<file path="src/rtl/gpu_executor.sv">
// Consumer side of the CPU->GPU op FIFO: pops draw ops, rasterises clipped rectangles into the
// back framebuffer one pixel per enabled cycle, and parks on END_FRAME until the display swaps.
package gpu_pkg;
  typedef struct packed {
    logic        kind;
    logic [9:0]  x;
    logic [9:0]  y;
    logic [9:0]  w;
    logic [9:0]  h;
    logic [11:0] color;
  } gpu_op_t;

  localparam logic OpRect     = 1'b0;
  localparam logic OpEndFrame = 1'b1;
endpackage

module gpu_executor
  import gpu_pkg::*;
#(
  parameter int unsigned HOR_ACTIVE_PIXELS = 640,
  parameter int unsigned VER_ACTIVE_PIXELS = 480,
  localparam int unsigned AW = $clog2(HOR_ACTIVE_PIXELS * VER_ACTIVE_PIXELS)
) (
  input  logic          clk,
  input  logic          rst,
  input  logic          ce,
  input  gpu_op_t       op,
  output logic          op_rd_en,
  input  logic          op_empty,
  input  logic          swap,
  output logic          fb_wr_en,
  output logic [AW-1:0] fb_addr,
  output logic [11:0]   fb_data,
  output logic          fb_sel,
  output logic          status_busy,
  output logic          status_wait_swap
);

  // Row-base arithmetic is kept wide enough that y*HOR + x never wraps for any 10-bit y.
  localparam int unsigned BW = (AW + 1 > 20) ? AW + 1 : 20;

  typedef enum logic [1:0] {StIdle, StLatch, StDraw, StWaitSwap} state_e;

  state_e          state_q;
  logic [10:0]     cw_q, ch_q, col_q, row_q;
  logic [BW-1:0]   base_q;
  logic [11:0]     color_q;
  logic            fb_sel_q;

  logic [10:0]     x_ext, y_ext, w_ext, h_ext, room_x, room_y, cw, ch;
  logic [BW-1:0]   row_base;

  always_comb begin
    x_ext    = {1'b0, op.x};
    y_ext    = {1'b0, op.y};
    w_ext    = {1'b0, op.w};
    h_ext    = {1'b0, op.h};
    room_x   = 11'(HOR_ACTIVE_PIXELS) - x_ext;
    room_y   = 11'(VER_ACTIVE_PIXELS) - y_ext;
    cw       = '0;
    ch       = '0;
    if (x_ext < 11'(HOR_ACTIVE_PIXELS)) cw = (w_ext < room_x) ? w_ext : room_x;
    if (y_ext < 11'(VER_ACTIVE_PIXELS)) ch = (h_ext < room_y) ? h_ext : room_y;
    // One multiply per op at latch time; per-pixel addressing is purely incremental.
    row_base = BW'(op.y) * BW'(HOR_ACTIVE_PIXELS) + BW'(op.x);
  end

  always_ff @(posedge clk or negedge rst) begin
    if (!rst) begin
      state_q  <= StIdle;
      cw_q     <= '0;
      ch_q     <= '0;
      col_q    <= '0;
      row_q    <= '0;
      base_q   <= '0;
      color_q  <= '0;
      fb_sel_q <= 1'b0;
    end else if (ce) begin
      unique case (state_q)
        StIdle: begin
          if (!op_empty) state_q <= StLatch;
        end
        StLatch: begin
          if (op.kind == OpEndFrame) begin
            state_q <= StWaitSwap;
          end else if (cw == '0 || ch == '0) begin
            state_q <= StIdle;
          end else begin
            cw_q    <= cw;
            ch_q    <= ch;
            col_q   <= '0;
            row_q   <= '0;
            base_q  <= row_base;
            color_q <= op.color;
            state_q <= StDraw;
          end
        end
        StDraw: begin
          if (col_q == cw_q - 11'd1) begin
            col_q  <= '0;
            base_q <= base_q + BW'(HOR_ACTIVE_PIXELS);
            if (row_q == ch_q - 11'd1) state_q <= StIdle;
            else                       row_q   <= row_q + 11'd1;
          end else begin
            col_q <= col_q + 11'd1;
          end
        end
        StWaitSwap: begin
          if (swap) begin
            fb_sel_q <= ~fb_sel_q;
            state_q  <= StIdle;
          end
        end
        default: state_q <= StIdle;
      endcase
    end
  end

  // rst gating keeps the pop strobe low while reset holds the FSM in IDLE.
  assign op_rd_en         = rst && ce && (state_q == StIdle) && !op_empty;
  assign fb_wr_en         = rst && ce && (state_q == StDraw);
  assign fb_addr          = AW'(base_q + BW'(col_q));
  assign fb_data          = color_q;
  assign fb_sel           = fb_sel_q;
  assign status_busy      = (state_q == StLatch) || (state_q == StDraw);
  assign status_wait_swap = (state_q == StWaitSwap);

endmodule

</file>
<file path="config.mk">
export PLATFORM = sky130hd
export DESIGN_NAME = gpu_executor
export DESIGN_NICKNAME = d
export VERILOG_FILES = /design/src/rtl/gpu_executor.sv
export SDC_FILE = /design/constraint.sdc
export NUM_CORES = 1
export LEC_CHECK = 0
export ABC_AREA = 1
export CAP_MARGIN = 20
export CELL_PAD_IN_SITES_DETAIL_PLACEMENT = 2
export CELL_PAD_IN_SITES_GLOBAL_PLACEMENT = 2
export CORE_MARGIN = 4
export CORE_UTILIZATION = 25
export CTS_BUF_LIST = sky130_fd_sc_hd__clkbuf_4
export CTS_CLUSTER_SIZE = 40
export DETAILED_ROUTE_END_ITERATION = 16
export PLACE_DENSITY_LB_ADDON = 0.1
export SLEW_MARGIN = 5
export SYNTH_ARGS = -nofsm -noshare
export SYNTH_HDL_FRONTEND = slang
export SYNTH_SLANG_ARGS = --single-unit
</file>
<file path="constraint.sdc">
create_clock -name clk -period 2.7 [get_ports clk]
set_clock_uncertainty 0.05 [all_clocks]
set_input_delay 0.405 -clock clk [delete_from_list [all_inputs] [get_ports clk]]
set_output_delay 0.405 -clock clk [all_outputs]
set_load 0.05 [all_outputs]
</file>
Yosys cells after proc, flatten, opt, wreduce, memory -nomap -nowiden
Cells that the tools add are included.

storage, ports and cells
  register bits after elaboration = 79
  logic and storage cells = 76
  input bits = 58

cells by class
  bitwise logic cells = 3
  order comparisons = 4
  mux-type cells = 22
  $add $sub $neg = 9
  reductions and logical operators = 17
  $mul = 1
  equality and inequality tests = 12

operators with widths
  kind                                                                            number
  11-bit two-way mux                                                              9
  20-bit two-way mux                                                              3
  11-bit case mux with 2 select lines                                             2
  20-bit case mux with 2 select lines                                             1
  11-bit by 1-bit adder with 11-bit output (second input constant)                2
  11-bit equality test                                                            2
  11-bit zero test                                                                2
  10-bit by 11-bit less-than comparator with 1-bit output                         2
  11-bit by 1-bit subtractor with 11-bit output (second input constant)           2
  20-bit by 10-bit adder with 20-bit output                                       1
  20-bit by 10-bit adder with 20-bit output (second input constant)               1
  19-bit by 11-bit adder with 19-bit output                                       1
  2-bit != test (second input constant)                                           7
  10-bit by 3-bit multiplier with 13-bit output (second input constant)           1
  2-bit two-way mux                                                               6
  10-bit by 10-bit subtractor with 11-bit output (first input constant)           1
  9-bit by 10-bit subtractor with 11-bit output (first input constant)            1
  10-bit less-than comparator (second input constant)                             1
  10-bit by 9-bit less-than comparator with 1-bit output (second input constant)  1
  5-bit AND reduction                                                             2
  2-bit case mux with 4 select lines                                              1
  4-bit AND reduction                                                             2
  6-bit AND reduction                                                             1
  2-bit equality test (second input constant)                                     2
  8 further kinds                                                                 14

Longest topological paths before layout
Gate-level depths: netlist of run 1.

  depth in word-level cells = 9
  mapped depth = 24
  depth with buffers taken out = 22

Worst setup path before layout of run 1
Ideal clock, no wire load.

  path type = flip-flop to output port
  start point = register col_q[0]
  end point = output fb_addr[18]
  arrival = 3.052 ns
  cell stages (with the launch flop) = 14
  path slack = -0.807 ns
  buffers on the path = 0
  data required time = 2.245 ns
  path through = dfrtp_1 -> ha_1 -> inv_1 -> fa_1 -> inv_1 -> a31oi_1 -> o21ai_0 -> a21oi_1 -> o21ai_0 -> nand2_1 -> a21oi_1 -> nand3_1 -> nor2_1 -> xor2_1

on the way
  word-level cells in the longest chain between the ends = 1

ends and longest elaborated chain
  what                                       RTL line  text
  start: declaration                         45        logic [10:0] cw_q, ch_q, col_q, row_q;
  start signal: assignment                   105       col_q <= col_q + 11'd1;
  19-bit by 11-bit adder with 19-bit output  122       assign fb_addr = AW'(base_q + BW'(col_q));
  end: declaration                           32        output logic [AW-1:0] fb_addr,

Every way passes these cells.

Final worst setup path of run 1
Ends and elaborated chain as after synthesis.

==> flow_summary_export.csv, run 1 <==
group,metric,value,unit
timing,slew_headroom,35.5,%
timing,fin_crit_sh,129,%
yosys,async_flop_share,100,%
die,fp.dieH,178,um
setup_path,required,2.25,ns
clock_tree,htree_levels,3,
timing,finalHoldViolations,0,
clock_tree,cts_made_buffers,9,
timing,fin_crit,3.48,ns
clock_tree,clk_pin_slew,0.17,ns
drt,drc,0,
place,place_ws,-1.42,ns
drt,wl,34400,um
timing,setup_viol,90,
setup_path,startpoint_type,"register",
die,initial_utilization,25.6,%
final_layout,syn2layout_area_growth,77.9,%
final_layout,fin_area,12800,um^2
clock_tree,cts_tree,"built",
clock_tree,cts_buffer_depth,2,
place,placed_area,10300,um^2
yosys,syn_inst,1030,
outcome,status,"finished, violations left",
setup_path,arrival,3.03,ns
setup_path,crit_path_cell_trace,"ha_2, inv_2, fa_2, inv_2, a31oi_4, o21ai_4, a21oi_2, o21ai_2, nand2_2, a21oi_4, nand3_4, nor2_4, xor2_4, buf_12",
setup_path,path_max_fanout,2,
timing,tightestPinTransition,0.967,ns
power_and_ir_drop,vdd_drop_max,0.335,mV
place,gp_congestion,0.792,
power_and_ir_drop,power_density,791,nW/um^2
power_and_ir_drop,leakage,0.00615,uW
setup_path,crit_top_cell,"inv_2",
final_layout,register_area,1960,um^2
yosys,synth_edf_count,0,
drt,ant_nets,0,
grt,grt_pass1_vias,9318,
yosys,synth-seq-cells,78,
grt,antenna_found_initial,1,
final_layout,drive_gt1_share,43.1,%
yosys,synth.net_count,1151,
yosys,yosysUniqueCellTypes,45,
outcome,violations,"negative setup slack",
yosys,ys_warn_count,0,
drt,first_iter_violations,367,
final_layout,nNetsFinal,1503,
run,drv_cap,0,
timing,drv_slew,0,
clock_tree,clock-sinks,78,
die,die-area,31700,um^2
final_layout,fill_cells,3072,
setup_path,endpoint_kind,"output port",
place,dpl.hpwl,21900,um
die,coreArea,28200,um^2
grt,grtUsageTotal,20.4,%
setup_path,critPathSlowestCell,"dfrtp_1",
drt,dr.pass1.iters,4,
grt,grt_overflow,0,
timing,grt_setup_unrepaired,"true",
yosys,syn_area,7220,um^2
yosys,synth-main-ff-cell,"dfrtp_1",
clock_tree,clock_latency,0.49,ns
die,io_pins,94,
yosys,synth_area_per_cell,7.01,um^2
clock_tree,cts_root_buf,"clkbuf_4",
drt,via_count,8343,
die,dieWidth,178,um
setup_path,max_stage_delay,0.39,ns
yosys,synth-seq-area-share,27.0,%
grt,grt_pass1_wl,51000,um
timing,fin_ws,-0.780,ns
drt,viasPerCell,4.72,
setup_path,path_class,"register to output port",
grt,grt_max_degree,79,
min_path,hold_class,"input pin to register",
timing,fmax,287,MHz
place,io_buffer_count,93,
drt,wire_per_inst,19.5,um
die,rows,61,
final_layout,multi_input_comb_area,6240,um^2
critical path: cells and delay by family, from the launching register on:
kind	cells	cell delay, ns
AO/OA/AOI/OAI	5	0.72
adder cells (fa/ha/maj)	2	0.54
AND/OR/NAND/NOR	3	0.40
flip-flops	1	0.39
buffers and inverters	3	0.28
XOR/XNOR	1	0.19
cell type report:
class / instances / area share (%)
Sequential cell: 78 / 15.2
Inverter: 123 / 3.73
Tap cell: 378 / 3.68
Multi-Input combinational cell: 809 / 48.6
Clock inverter: 7 / 0.750
Clock buffer: 9 / 0.526
Antenna cell: 1 / 0.0195
Timing Repair Buffer: 361 / 27.5
cells in the final DEF (no fill, tap or decap), types with 13 or more instances in the layout:
cell	netlist	layout
nor2_2	4	15
o21ai_0	29	23
buf_6	9	43
nand2_1	286	202
nand3_1	67	38
dfrtp_1	78	74
inv_1	119	108
xnor2_1	21	19
buf_12	0	27
nand4_1	31	31
nor2_4	2	15
nand2_4	3	44
nand3_2	6	25
nand3_4	1	13
nand2_2	7	48
clkdlybuf4s50_1	0	53
xor2_1	62	44
a21oi_1	31	20
buf_4	7	214
ha_1	60	48
o21ai_2	7	30
nor2_1	95	71
kinds of logic (layout without fill, tap and decap cells):
logic type                 after synthesis  in the layout  share of synthesized area [%]
and+or+nand+nor                        542            551                           33.6
adders and majority gates               63             63                           11.2
other                                    0              1                              0
buffers and inverters                  152            500                           9.25
xor gates and xnor gates                83             83                           10.1
AOI/OAI and AO/OA                      112            112                           8.80
DFF                                     78             78                           27.0
report_power, final:
group | switching (uW) | internal, uW | leakage (uW)
clock network | 504 | 380 | 0.0000907
registers | 592 | 1560 | 0.00101
logic | 4120 | 3010 | 0.00504
total | 5210 | 4950 | 0.00615
cells in the mapped netlist, drive strengths merged (2+ instances only):
library cell,instances,area (um^2)
a21o,2,15.0
nand3,74,413
nor3,13,70.1
o21ai,64,347
a21boi,2,26.3
a21oi,31,155
ha,60,751
dfrtp,78,1950
or2,9,56.3
inv,122,458
o21bai,3,22.5
a31oi,2,12.5
nand4,32,206
nor3b,5,37.5
fa,3,60.1
nor2,101,404
xor2,62,543
o22ai,4,25.0
nand2,296,1150
buf,20,173
a22oi,2,15.0
xnor2,21,184
nand3b,10,75.1
clkbuf,9,33.8
repair_timing:
item / CTS / global route
buffers inserted: 63 / 25
hold buffers: 1 / 0
gates resized for setup: 282 / 139
pin swaps: 110 / 74
endpoints found under the setup margin: 91 / 95
gates cloned: 18 / 0
endpoints found under the hold margin: 68 / 0
stage by stage:
step / power (uW) / instances / hold WS [ns] / TNS, ns / util (%)
final: 10200 / 1766 / 0.238 / -47.79 / 45.6
after global routing: 10900 / 1766 / 0.218 / -58.59 / 45.6
after CTS: 9520 / 1751 / 0.226 / -26.88 / 43.2
after detailed placement: 7680 / 1657 / 0.416 / -104.68 / 36.7
after global placement: 7520 / 1657 / 0.405 / -96.32 / 36.7
after floorplan: 5470 / 1030 / 0.0594 / -10.31 / -
sequential cells by signal, indices dropped and copies added, names as in the netlist:
| signal | cells |
|---|---|
| row_q | 11 |
| base_q | 19 |
| col_q | 11 |
| state_q | 2 |
| fb_sel | 1 |
| cw_q | 11 |
| ch_q | 11 |
| fb_data | 12 |
worst paths after layout:
kind                           from     endpoint  slack, ns  cells after the start
min in group asynchronous       rst    base_q[0]       0.47                      3
max in group asynchronous       rst      ch_q[1]       1.71                      3
hold / removal               op[48]    base_q[6]       0.24                      4
setup reg to reg            cw_q[1]    base_q[3]      -0.26                     14
hold reg to reg              fb_sel       fb_sel       0.42                      1
setup / recovery           col_q[0]  fb_addr[18]      -0.78                     14
layer usage:
metal	up-vias	routed length (um)	GRT usage (%)
met4	0	869	3.83
li1	4020	-	-
met1	4163	15100	26.6
met5	-	0	0
met2	120	17600	36.6
met3	40	950	2.09
Note: power is estimated with default switching activity, not from simulation.
==> run 2, diff against run 1 <==
CAP_MARGIN = 15   (was 20)
==> results of run 2 <==
Same layout as run 1: the final DEF is identical, and so are final timing and power.
